--- src/rtl/instr_loader.sv ---
// instr_loader: framed byte-stream boot loader feeding the cpu init port.
// Holds the cpu in reset until the image checksum verifies.
module instr_loader #(
    parameter logic [31:0] ADDR_BASE = 32'h0,
    parameter int unsigned MAX_WORDS = 64
) (
    input  logic        clk,
    input  logic        rst,
    input  logic        byte_valid,
    input  logic [7:0]  byte_data,
    output logic        byte_ready,
    input  logic        reload,
    output logic        initialize,
    output logic [31:0] instruction_initialize_address,
    output logic [31:0] instruction_initialize_data,
    output logic        cpu_rst,
    output logic        done,
    output logic        error
);

    localparam logic [16:0] MAX_N = 17'(MAX_WORDS);

    typedef enum logic [2:0] {
        S_CNT_HI,
        S_CNT_LO,
        S_WORD,
        S_CSUM,
        S_RUN,
        S_ERR
    } state_e;

    state_e      state_q, state_d;
    logic [15:0] cnt_q, cnt_d;
    logic [15:0] k_q, k_d;
    logic [1:0]  bidx_q, bidx_d;
    logic [23:0] shift_q, shift_d;
    logic [7:0]  xor_q, xor_d;
    logic [31:0] addr_q, addr_d;
    logic [31:0] data_q, data_d;

    logic        loading;
    logic        accept;
    logic [15:0] k_inc;
    logic [15:0] cnt_full;

    assign loading  = (state_q == S_CNT_HI) || (state_q == S_CNT_LO) ||
                      (state_q == S_WORD)   || (state_q == S_CSUM);
    assign accept   = byte_valid && loading;
    assign k_inc    = k_q + 16'd1;
    assign cnt_full = {cnt_q[15:8], byte_data};

    always_ff @(posedge clk or negedge rst) begin
        if (!rst) begin
            state_q <= S_CNT_HI;
            cnt_q   <= '0;
            k_q     <= '0;
            bidx_q  <= '0;
            shift_q <= '0;
            xor_q   <= '0;
            addr_q  <= ADDR_BASE;
            data_q  <= '0;
        end else begin
            state_q <= state_d;
            cnt_q   <= cnt_d;
            k_q     <= k_d;
            bidx_q  <= bidx_d;
            shift_q <= shift_d;
            xor_q   <= xor_d;
            addr_q  <= addr_d;
            data_q  <= data_d;
        end
    end

    always_comb begin
        state_d = state_q;
        cnt_d   = cnt_q;
        k_d     = k_q;
        bidx_d  = bidx_q;
        shift_d = shift_q;
        xor_d   = xor_q;
        addr_d  = addr_q;
        data_d  = data_q;
        unique case (state_q)
            S_CNT_HI: begin
                if (accept) begin
                    cnt_d[15:8] = byte_data;
                    xor_d       = byte_data;
                    state_d     = S_CNT_LO;
                end
            end
            S_CNT_LO: begin
                if (accept) begin
                    cnt_d[7:0] = byte_data;
                    xor_d      = xor_q ^ byte_data;
                    k_d        = '0;
                    bidx_d     = '0;
                    if ({1'b0, cnt_full} > MAX_N)
                        state_d = S_ERR;
                    else if (cnt_full == 16'd0)
                        state_d = S_CSUM;
                    else
                        state_d = S_WORD;
                end
            end
            S_WORD: begin
                if (accept) begin
                    xor_d  = xor_q ^ byte_data;
                    bidx_d = bidx_q + 2'd1;
                    if (bidx_q == 2'd3) begin
                        // Big-endian: first byte ends up in bits 31:24.
                        data_d = {shift_q, byte_data};
                        addr_d = ADDR_BASE + {14'd0, k_q, 2'b00};
                        k_d    = k_inc;
                        if (k_inc == cnt_q)
                            state_d = S_CSUM;
                    end else begin
                        shift_d = {shift_q[15:0], byte_data};
                    end
                end
            end
            S_CSUM: begin
                if (accept)
                    state_d = (byte_data == xor_q) ? S_RUN : S_ERR;
            end
            S_RUN, S_ERR: begin
                if (reload) begin
                    state_d = S_CNT_HI;
                    k_d     = '0;
                    xor_d   = '0;
                    bidx_d  = '0;
                    addr_d  = ADDR_BASE;
                end
            end
            default: state_d = S_CNT_HI;
        endcase
    end

    assign byte_ready = loading;
    assign initialize = loading;
    assign cpu_rst    = (state_q != S_RUN);
    assign done       = (state_q == S_RUN);
    assign error      = (state_q == S_ERR);

    assign instruction_initialize_address = addr_q;
    assign instruction_initialize_data    = data_q;

endmodule
--- config.mk ---
export PLATFORM = sky130hd
export DESIGN_NAME = instr_loader
export DESIGN_NICKNAME = d
export VERILOG_FILES = /design/src/rtl/instr_loader.sv
export SDC_FILE = /design/constraint.sdc
export NUM_CORES = 1
export LEC_CHECK = 0
export BUFFER_PORTS_ARGS = -buffer_cell sky130_fd_sc_hd__clkbuf_2
export CAP_MARGIN = 25
export CORE_MARGIN = 3
export CORE_UTILIZATION = 58
export CTS_BUF_LIST = sky130_fd_sc_hd__clkbuf_8
export DETAILED_ROUTE_END_ITERATION = 8
export HOLD_SLACK_MARGIN = 0.05
export PLACE_DENSITY = 0.87
export SLEW_MARGIN = 20
export SYNTH_ARGS = -nofsm -noshare
export SYNTH_HDL_FRONTEND = slang
export SYNTH_SLANG_ARGS = --single-unit
--- constraint.sdc ---
create_clock -name clk -period 7.2 [get_ports clk]
set_input_delay 1.44 -clock clk [delete_from_list [all_inputs] [get_ports clk]]
set_output_delay 1.44 -clock clk [all_outputs]
set_load 0.02 [all_outputs]
-- Word-level counts from Yosys, hierarchy flattened
Cells that the tools add are included.
- $add $sub $neg: 2
- $lt $le $gt $ge: 1
- equality and inequality tests: 17
- mux-type cells: 28
- bitwise operators: 2
- reductions and logical operators: 20
- operators with widths (cell ; number):
    32-bit 2-to-1 mux ; 3
    16-bit 2-to-1 mux ; 4
    32-bit case mux with 2 select lines ; 1
    16-bit case mux with 3 select lines ; 1
    3-bit 2-to-1 mux ; 8
    8-bit 2-to-1 mux ; 3
    8-bit case mux with 3 select lines ; 1
    16-bit by 1-bit adder with 16-bit output, second input constant ; 1
    16-bit equality test ; 1
    16-bit by 7-bit greater-than comparator with 1-bit output, second input constant ; 1
    16-bit logical NOT ; 1
    3-bit case mux with 5 select lines ; 1
    4-bit AND reduction ; 3
    2-bit inequality test, second input constant ; 5
    8-bit equality test ; 1
    8-bit bitwise XOR ; 1
    7-bit AND reduction ; 1
    3-bit by 2-bit equality test with 1-bit output, second input constant ; 2
    3-bit equality test, second input constant ; 2
    2-bit 2-to-1 mux ; 3
    2-bit by 1-bit inequality test with 1-bit output, second input constant ; 3
    2-bit case mux with 3 select lines ; 1
    3-bit AND reduction ; 2
    3-bit nonzero test ; 2
    13 further kinds ; 18
- flip-flop bits (word level): 133
- bits of input ports: 12
- output and inout bits: 69

-- Depth between registers and ports, before layout
Gate-level depths: netlist (run 1).
- depth after elaboration: 7
- depth in mapped cells: 9
- mapped depth without buffers: 7

-- Worst setup path before layout (run 1)
Ideal clock, no wire load.
- kind: in2reg
- start: input byte_valid
- end: register shift_q[10]
- library setup time: 0.125 ns
- data arrival time: 2.818 ns
- slack: 4.257 ns
- stages on the path: 5
- path through: nand2b_1 > or2_2 > nor2_1 > clkbuf_1 > mux2_2
- word-level cells in the longest chain between the ends: 2
- RTL lines (element ; RTL line ; RTL):
    start, declared ; 9 ; input logic byte_valid,
    1-bit logical AND ; 48 ; assign accept = byte_valid && loading;
    3-bit AND reduction (no line) ; n/a ;
    end signal, assigned ; 67 ; shift_q <= shift_d;
    end, declared ; 36 ; logic [23:0] shift_q, shift_d;
No other way between the ends.
A chain may end at the register's enable or synchronous reset.

-- Worst setup path after layout (run 1)
- start: register state_q[2]
- end: output error
- word-level cells in the longest chain between the ends: 1
- RTL lines (element ; RTL line ; RTL):
    start, declared ; 32 ; state_e state_q, state_d;
    start signal, assigned ; 63 ; state_q <= state_d;
    3-bit equality test ; 142 ; assign error = (state_q == S_ERR);
    end, declared ; 18 ; output logic error
No other way between the ends.

==> tab_implementation.tex, run 1 <==
\begin{tabular}{lr}
\hline
Metric & Value \\
\hline
\multicolumn{2}{l}{\textbf{Synth}} \\
Ranking of synthesized cells by area & dfrtp\_1 51\%, nand2\_1 9.1\%, mux2\_2 7.9\% \\
Number of synthesized register bits & 117 \\
Post-synthesis cell type count & 45 \\
Post-synthesis average cell area & 9.78 sq um \\
Post-synth ARST share & 100\% \\
Total of warnings raised by yosys & 0 \\
Number of enable-type register cells in the synthesized netlist & 0 \\
Post-Synthesis Cells & 586 \\
Sequential cell area fraction in the yosys report & 51.1\% \\
Dominant register cell in the synthesized netlist & dfrtp\_1 \\
Area share of the largest cell type after synthesis & 51.1\% \\
Cell taking the most area after synthesis & dfrtp\_1 \\
Cell area after synthesis & 5730 sq um \\
\multicolumn{2}{l}{\textbf{Place}} \\
Placed cell areas & 6020 sq um \\
Number of buffers added on ports & 64 \\
Global placer's final weighted congestion & 0.908 \\
Detailed Place HPWL & 8.78 mm \\
\multicolumn{2}{l}{\textbf{Cells and area}} \\
Final core utilization & 68.9\% \\
Most frequent standard cell in the layout excluding fill and tap cells & nand2\_1 \\
Design area & 6490 sq um \\
Ratio of cells with drive above 1 in the final layout & 23.9\% \\
Number of nets in the layout & 645 \\
Commonest non-fill, non-tap cells in the layout & 139 x nand2\_1, 117 x dfrtp\_1, 63 x clkbuf\_2 \\
Area added between synthesis and finish & 13.3\% \\
Antenna Cells & 0 \\
\multicolumn{2}{l}{\textbf{Min path}} \\
HP Class & reg -> reg \\
Cell depth of the worst min-delay path & 2 \\
Launch instance of the worst min-delay path & shift\_q[22]\$\_DFFE\_PN0P\_ \\
Destination of the worst hold path & instruction\_initialize\_data[30]\$\_DFFE\_PN0P\_ \\
\multicolumn{2}{l}{\textbf{Floorplan}} \\
Die H & 105 microns \\
Die area & 11100 sq um \\
Chip width & 105 microns \\
Rows & 35 \\
Num ports & 81 \\
Standard cell core area & 9420 sq um \\
Initial core utilization & 60.9\% \\
\multicolumn{2}{l}{\textbf{Setup path}} \\
Type of element capturing the critical path & primary output \\
End of the worst register-to-register path & k\_q[12]\$\_DFFE\_PN0P\_ \\
Crit path from & state\_q[2]\$\_DFFE\_PN0P\_ \\
CP max stage delay & 790 ps \\
Beginning of the worst register-to-register path & state\_q[0]\$\_DFFE\_PN0P\_ \\
Startpoint type of the worst setup path & flip-flop \\
Crit-path max FO & 23 \\
Buffers \& Inverters on Critical Path & 2 \\
Critical-path cell with the highest stage delay & dfrtp\_1 \\
Data required time at the worst endpoint & 5760 ps \\
R2R depth & 7 \\
Arrival time reported for the critical path endpoint & 2050 ps \\
Kind of cell adding the most delay to the critical path & flip-flops \\
Start-to-end type of the worst setup path & reg -> out \\
Flop-to-flop setup slack & 4200 ps \\
Critical-path cell list & inv\_1 > nor2\_1 > and2\_1 > clkbuf\_2 \\
\multicolumn{2}{l}{\textbf{Detailed routing}} \\
Detailed-routing iteration count for the pre-antenna-repair pass & 6 \\
DRC violation count after routing & 0 \\
Routed length per placed instance & 17.2 microns \\
Via-to-Cell Ratio & 5.85 \\
Post-detailed-routing wire length & 13.3 mm \\
Number of routed nets with antenna violations & 0 \\
Iteration-0 DRC count of the detailed router & 386 \\
Total number of vias & 4521 \\
\multicolumn{2}{l}{\textbf{Timing}} \\
Final Setup Violations & 0 \\
Number of pins with negative max-slew slack in the final report & 0 \\
Transition time of the tightest slew-check pin & 964 ps \\
Portion of the clock cycle consumed by the worst path in the final layout & 48.5\% \\
Sum of negative setup slack & 0 ps \\
Unrepaired setup endpoints after global routing & false \\
Total count of hold-check failures in the final report & 0 \\
Timing-limited maximum frequency & 0.286 GHz \\
Post-Route Skew & 8.81 ps \\
Max\_slew headroom & 35.7\% \\
Final Critical Period & 3490 ps \\
\multicolumn{2}{l}{\textbf{CTS}} \\
CTS tree & done \\
Clock root buffer master & clkbuf\_8 \\
Number of gates resized after cts & 0 \\
CTS Hold Bufs & 0 \\
Max Root-Sink Buffers & 2 \\
H-tree levels & 4 \\
Worst-path clk slew & 80 ps \\
Post-CTS setup buffer count & 0 \\
Clk\_lat worst skew & 430 ps \\
Count of clock tree sinks & 117 \\
Number of buffers added by the clock tree synthesis step & 17 \\
\multicolumn{2}{l}{\textbf{Power and ir drop}} \\
PnR Total Power & 0.00193 W \\
Pwr Density & 297 nW/um\^{}2 \\
Maximum vdd ir drop & 144 uV \\
Static power due to leakage & 3.18 nW \\
\multicolumn{2}{l}{\textbf{GRT}} \\
Largest net degree at the start of global routing & 71 \\
Wire length of the first global-routing pass & 22.3 mm \\
Number of antenna violations at the first check in global routing & 0 \\
Via count of the first global-routing pass & 4461 \\
GR Util All Layers & 25.1\% \\
Total gr overflow & 0 \\
\multicolumn{2}{l}{\textbf{Job}} \\
Max\_cap viols & 0 \\
\multicolumn{2}{l}{\textbf{Run status}} \\
Run status & completed \\
\hline
\end{tabular}
## worst max-delay path by stage
stage                                         end  slack (ps)  cells after the start
after floorplan           shift_q[10]$_DFFE_PN0P_        4260                      5
after detailed placement      k_q[12]$_DFFE_PN0P_        3390                      7
final                                       error        3710                      4
after CTS                                   error        3780                      4
after global placement         k_q[7]$_DFFE_PN0P_        3560                      7
after global routing                        error        3570                      4
## sequential cells by signal, summed over array words and instances, names as in the netlist
signal and cells:
shift_q 24, cnt_q 16, xor_q 8, state_q 3, instruction_initialize_address 16, k_q 16
instruction_initialize_data 32, bidx_q 2
## report_power, final
part	leakage [nW]	switching, W	internal, W	total (W)
Sequential	1.58	0.000109	0.000731	0.000840
Clock	0.213	0.000298	0.000353	0.000651
Combinational	1.39	0.000234	0.000205	0.000439
Total	3.18	0.000640	0.00129	0.00193
## layer usage
layer,GRT usage (%),routed length [microns]
met4,9.09,256
met1,32.7,5550
met2,41.3,6590
met5,0,0
met3,5.63,867
## final cells by class
| type | count | area [sq um] |
|---|---|---|
| fillers | 675 | 2930 |
| well taps | 129 | 161 |
| multi-input cells | 420 | 2570 |
| repair buffers | 69 | 380 |
| flip-flops and latches | 117 | 2930 |
| inverters | 6 | 22.5 |
| clock buffers | 17 | 234 |
| clock inverters | 15 | 196 |
## cells in the mapped netlist, drive strengths merged, types with 2 or more instances
master / n
nand3: 11
a22oi: 8
ha: 2
a21oi: 7
xor2: 21
a32o: 8
buf: 24
o31ai: 3
nor3: 6
xnor2: 14
o21ai: 48
and3: 4
a31oi: 3
o21a: 3
o41ai: 4
nor2b: 5
nor2: 21
nand2: 139
and2: 2
o22ai: 4
dfrtp: 117
clkbuf: 34
mux2: 40
nand2b: 4
nor4b: 2
or4: 3
a22o: 13
nand4: 6
nor4: 11
or2: 3
inv: 6
## metrics by stage
step / hold WS [ps] / setup slack (ps) / std cells
4_1_cts: 478 / 3780 / 772
5_1_grt: 510 / 3570 / 773
3_5_place_dp: 462 / 3390 / 740
2_1_floorplan: 435 / 4260 / 601
6_report: 476 / 3710 / 773
3_3_place_gp: 452 / 3560 / 738
## worst register-to-register path, cell delays in order (launching register included)
cell and delay [ps]:
dfrtp_1 980, nand2b_1 330, nor2_1 130, nand2_1 570
buf_4 460, nor2_1 100, o21ai_0 200, o21ai_0 120
## cells by family after synthesis
group,share of synthesized area [%]
other,0.0655
buffers and inverters,5.48
multiplexers,8.04
AO/OA/AOI/OAI,12.4
XOR/XNOR,5.35
flip-flops,51.1
AND/OR/NAND/NOR,17.2
adder cells (fa/ha/maj),0.437
(Power assumes the default switching activity.)
==> run 2: changes to the inputs <==
- clock period: 7.2 -> 3.6 ns (I/O delays scaled with it)
==> tab_implementation.tex, run 2 (synthesized netlist as in run 1, its figures left out) <==
\begin{tabular}{lr}
\hline
Metric & Value \\
\hline
\multicolumn{2}{l}{\textbf{Run status}} \\
Run status & completed \\
\multicolumn{2}{l}{\textbf{Place}} \\
Global placer's final weighted congestion & 0.951 \\
Number of buffers added on ports & 64 \\
Detailed Place HPWL & 8.97 mm \\
Pre-CTS WS & 803 ps \\
DP Cell Count & 747 \\
\multicolumn{2}{l}{\textbf{Cells and area}} \\
Max reg flops & 32 \\
Area added between synthesis and finish & 13.3\% \\
Final standard cell count with taps included and fillers excluded & 780 \\
Antenna Cells & 0 \\
Commonest non-fill, non-tap cells in the layout & 139 x nand2\_1, 117 x dfrtp\_1, 63 x clkbuf\_2 \\
Number of nets in the layout & 652 \\
Most frequent standard cell in the layout excluding fill and tap cells & nand2\_1 \\
Ratio of cells with drive above 1 in the final layout & 24.1\% \\
\multicolumn{2}{l}{\textbf{Detailed routing}} \\
Number of routed nets with antenna violations & 0 \\
Detailed-routing iteration count for the pre-antenna-repair pass & 5 \\
Routed length per placed instance & 17.2 microns \\
Via-to-Cell Ratio & 5.88 \\
DRC violation count after routing & 0 \\
Post-detailed-routing wire length & 13.4 mm \\
Iteration-0 DRC count of the detailed router & 312 \\
Total number of vias & 4590 \\
\multicolumn{2}{l}{\textbf{Setup path}} \\
Arrival time reported for the critical path endpoint & 3200 ps \\
Type of element capturing the critical path & flip-flop \\
Data required time at the worst endpoint & 3980 ps \\
Startpoint type of the worst setup path & flip-flop \\
CP max stage delay & 770 ps \\
Critical-path cell list & ha\_1 > nand3\_1 > nor4\_1 > xnor2\_1 > nand3\_1 > or4\_1 > a21oi\_1 \\
Start-to-end type of the worst setup path & reg -> reg \\
Cell with the most instances on the worst path & nand3\_1 \\
Crit-path max FO & 9 \\
Critical-path cell with the highest stage delay & nor4\_1 \\
\multicolumn{2}{l}{\textbf{Power and ir drop}} \\
Power spent charging and discharging nets & 0.00138 W \\
Pwr Density & 588 nW/um\^{}2 \\
PnR Total Power & 0.00381 W \\
Cell internal power dissipation & 0.00243 W \\
Clock share of power & 32.1\% \\
Switching Share & 36.2\% \\
Maximum vdd ir drop & 294 uV \\
Static power due to leakage & 3.20 nW \\
Part of the power in combinational logic & 24.7\% \\
Flop pwr share & 43.1\% \\
\multicolumn{2}{l}{\textbf{Job}} \\
Max\_cap viols & 0 \\
\multicolumn{2}{l}{\textbf{Timing}} \\
Portion of the clock cycle consumed by the worst path in the final layout & 78.4\% \\
Max\_slew headroom & 48.1\% \\
Number of pins with negative max-slew slack in the final report & 0 \\
Final Setup Violations & 0 \\
Unrepaired setup endpoints after global routing & false \\
Total count of hold-check failures in the final report & 0 \\
Post-route setup slack & 778 ps \\
Timing-limited maximum frequency & 0.354 GHz \\
Transition time of the tightest slew-check pin & 771 ps \\
Smallest hold slack & 303 ps \\
Final Critical Period & 2820 ps \\
Sum of negative setup slack & 0 ps \\
Post-Route Skew & 9.69 ps \\
\multicolumn{2}{l}{\textbf{Floorplan}} \\
Die area & 11100 sq um \\
Rows & 35 \\
Standard cell core area & 9420 sq um \\
Chip width & 105 microns \\
Num ports & 81 \\
Die H & 105 microns \\
Initial core utilization & 60.9\% \\
\multicolumn{2}{l}{\textbf{GRT}} \\
Number of antenna violations at the first check in global routing & 0 \\
Via count of the first global-routing pass & 4586 \\
Largest net degree at the start of global routing & 64 \\
GR Util All Layers & 25.3\% \\
Total gr overflow & 0 \\
Wire length of the first global-routing pass & 22.5 mm \\
\multicolumn{2}{l}{\textbf{CTS}} \\
Max Root-Sink Buffers & 2 \\
Count of clock tree sinks & 117 \\
Clock root buffer master & clkbuf\_8 \\
Clk\_lat worst skew & 450 ps \\
Number of buffers added by the clock tree synthesis step & 17 \\
CTS Hold Bufs & 0 \\
CTS tree & done \\
Worst-path clk slew & 90 ps \\
H-tree levels & 4 \\
Post-CTS setup buffer count & 0 \\
Number of gates resized after cts & 0 \\
\multicolumn{2}{l}{\textbf{Min path}} \\
HP Class & in -> async \\
\hline
\end{tabular}
run 2: metal layers:
metal	part of all wire (%)	wire [microns]	global-route usage [%]
met2	49	6650	41.0
met1	42	5610	33.0
met5	0	0	0
met4	2.6	348	10.4
met3	6.2	837	5.82
run 2: worst paths after layout:
check	cells past startpoint	start	endpoint	slack (ps)
max	7	k_q[0]$_DFFE_PN0P_	state_q[0]$_DFFE_PN0P_	780
min	1	rst	k_q[7]$_DFFE_PN0P_	300
max reg2reg	7	k_q[0]$_DFFE_PN0P_	state_q[0]$_DFFE_PN0P_	780
min reg2reg	2	shift_q[22]$_DFFE_PN0P_	instruction_initialize_data[30]$_DFFE_PN0P_	480
max in group asynchronous	2	rst	shift_q[9]$_DFFE_PN0P_	2540
min in group clk	2	shift_q[22]$_DFFE_PN0P_	instruction_initialize_data[30]$_DFFE_PN0P_	480
run 2: power groups by stage:
stage	Clock [W]	Sequential, W	Combinational (W)
2_1_floorplan	0	0.00159	0.000771
3_3_place_gp	0	0.00165	0.000892
3_5_place_dp	0	0.00167	0.000930
4_1_cts	0.00124	0.00164	0.000938
5_1_grt	0.00130	0.00167	0.00104
6_report	0.00123	0.00165	0.000943
run 2: area by class of cell:
| cell class | count | area [sq um] |
|---|---|---|
| Clock buffer | 17 | 234 |
| Clock inverter | 15 | 174 |
| Fill cell | 679 | 2930 |
| Inverter | 6 | 22.5 |
| Multi-Input combinational cell | 420 | 2550 |
| Sequential cell | 117 | 2930 |
| Tap cell | 129 | 161 |
| Timing Repair Buffer | 76 | 423 |
run 2: per-stage QoR:
stage | instance area, sq um | util (%)
2_1_floorplan | 5790 | -
3_3_place_gp | 6080 | 64.5
3_5_place_dp | 6080 | 64.5
4_1_cts | 6480 | 68.9
5_1_grt | 6490 | 68.9
6_report | 6490 | 68.9
run 2: critical path, delay by kind of cell (launching register included):
kind / cells / cell delay (ps)
XOR/XNOR: 1 / 200
AO/OA/AOI/OAI: 1 / 160
AND/OR/NAND/NOR: 4 / 1610
flip-flops: 1 / 470
adder cells (fa/ha/maj): 1 / 300
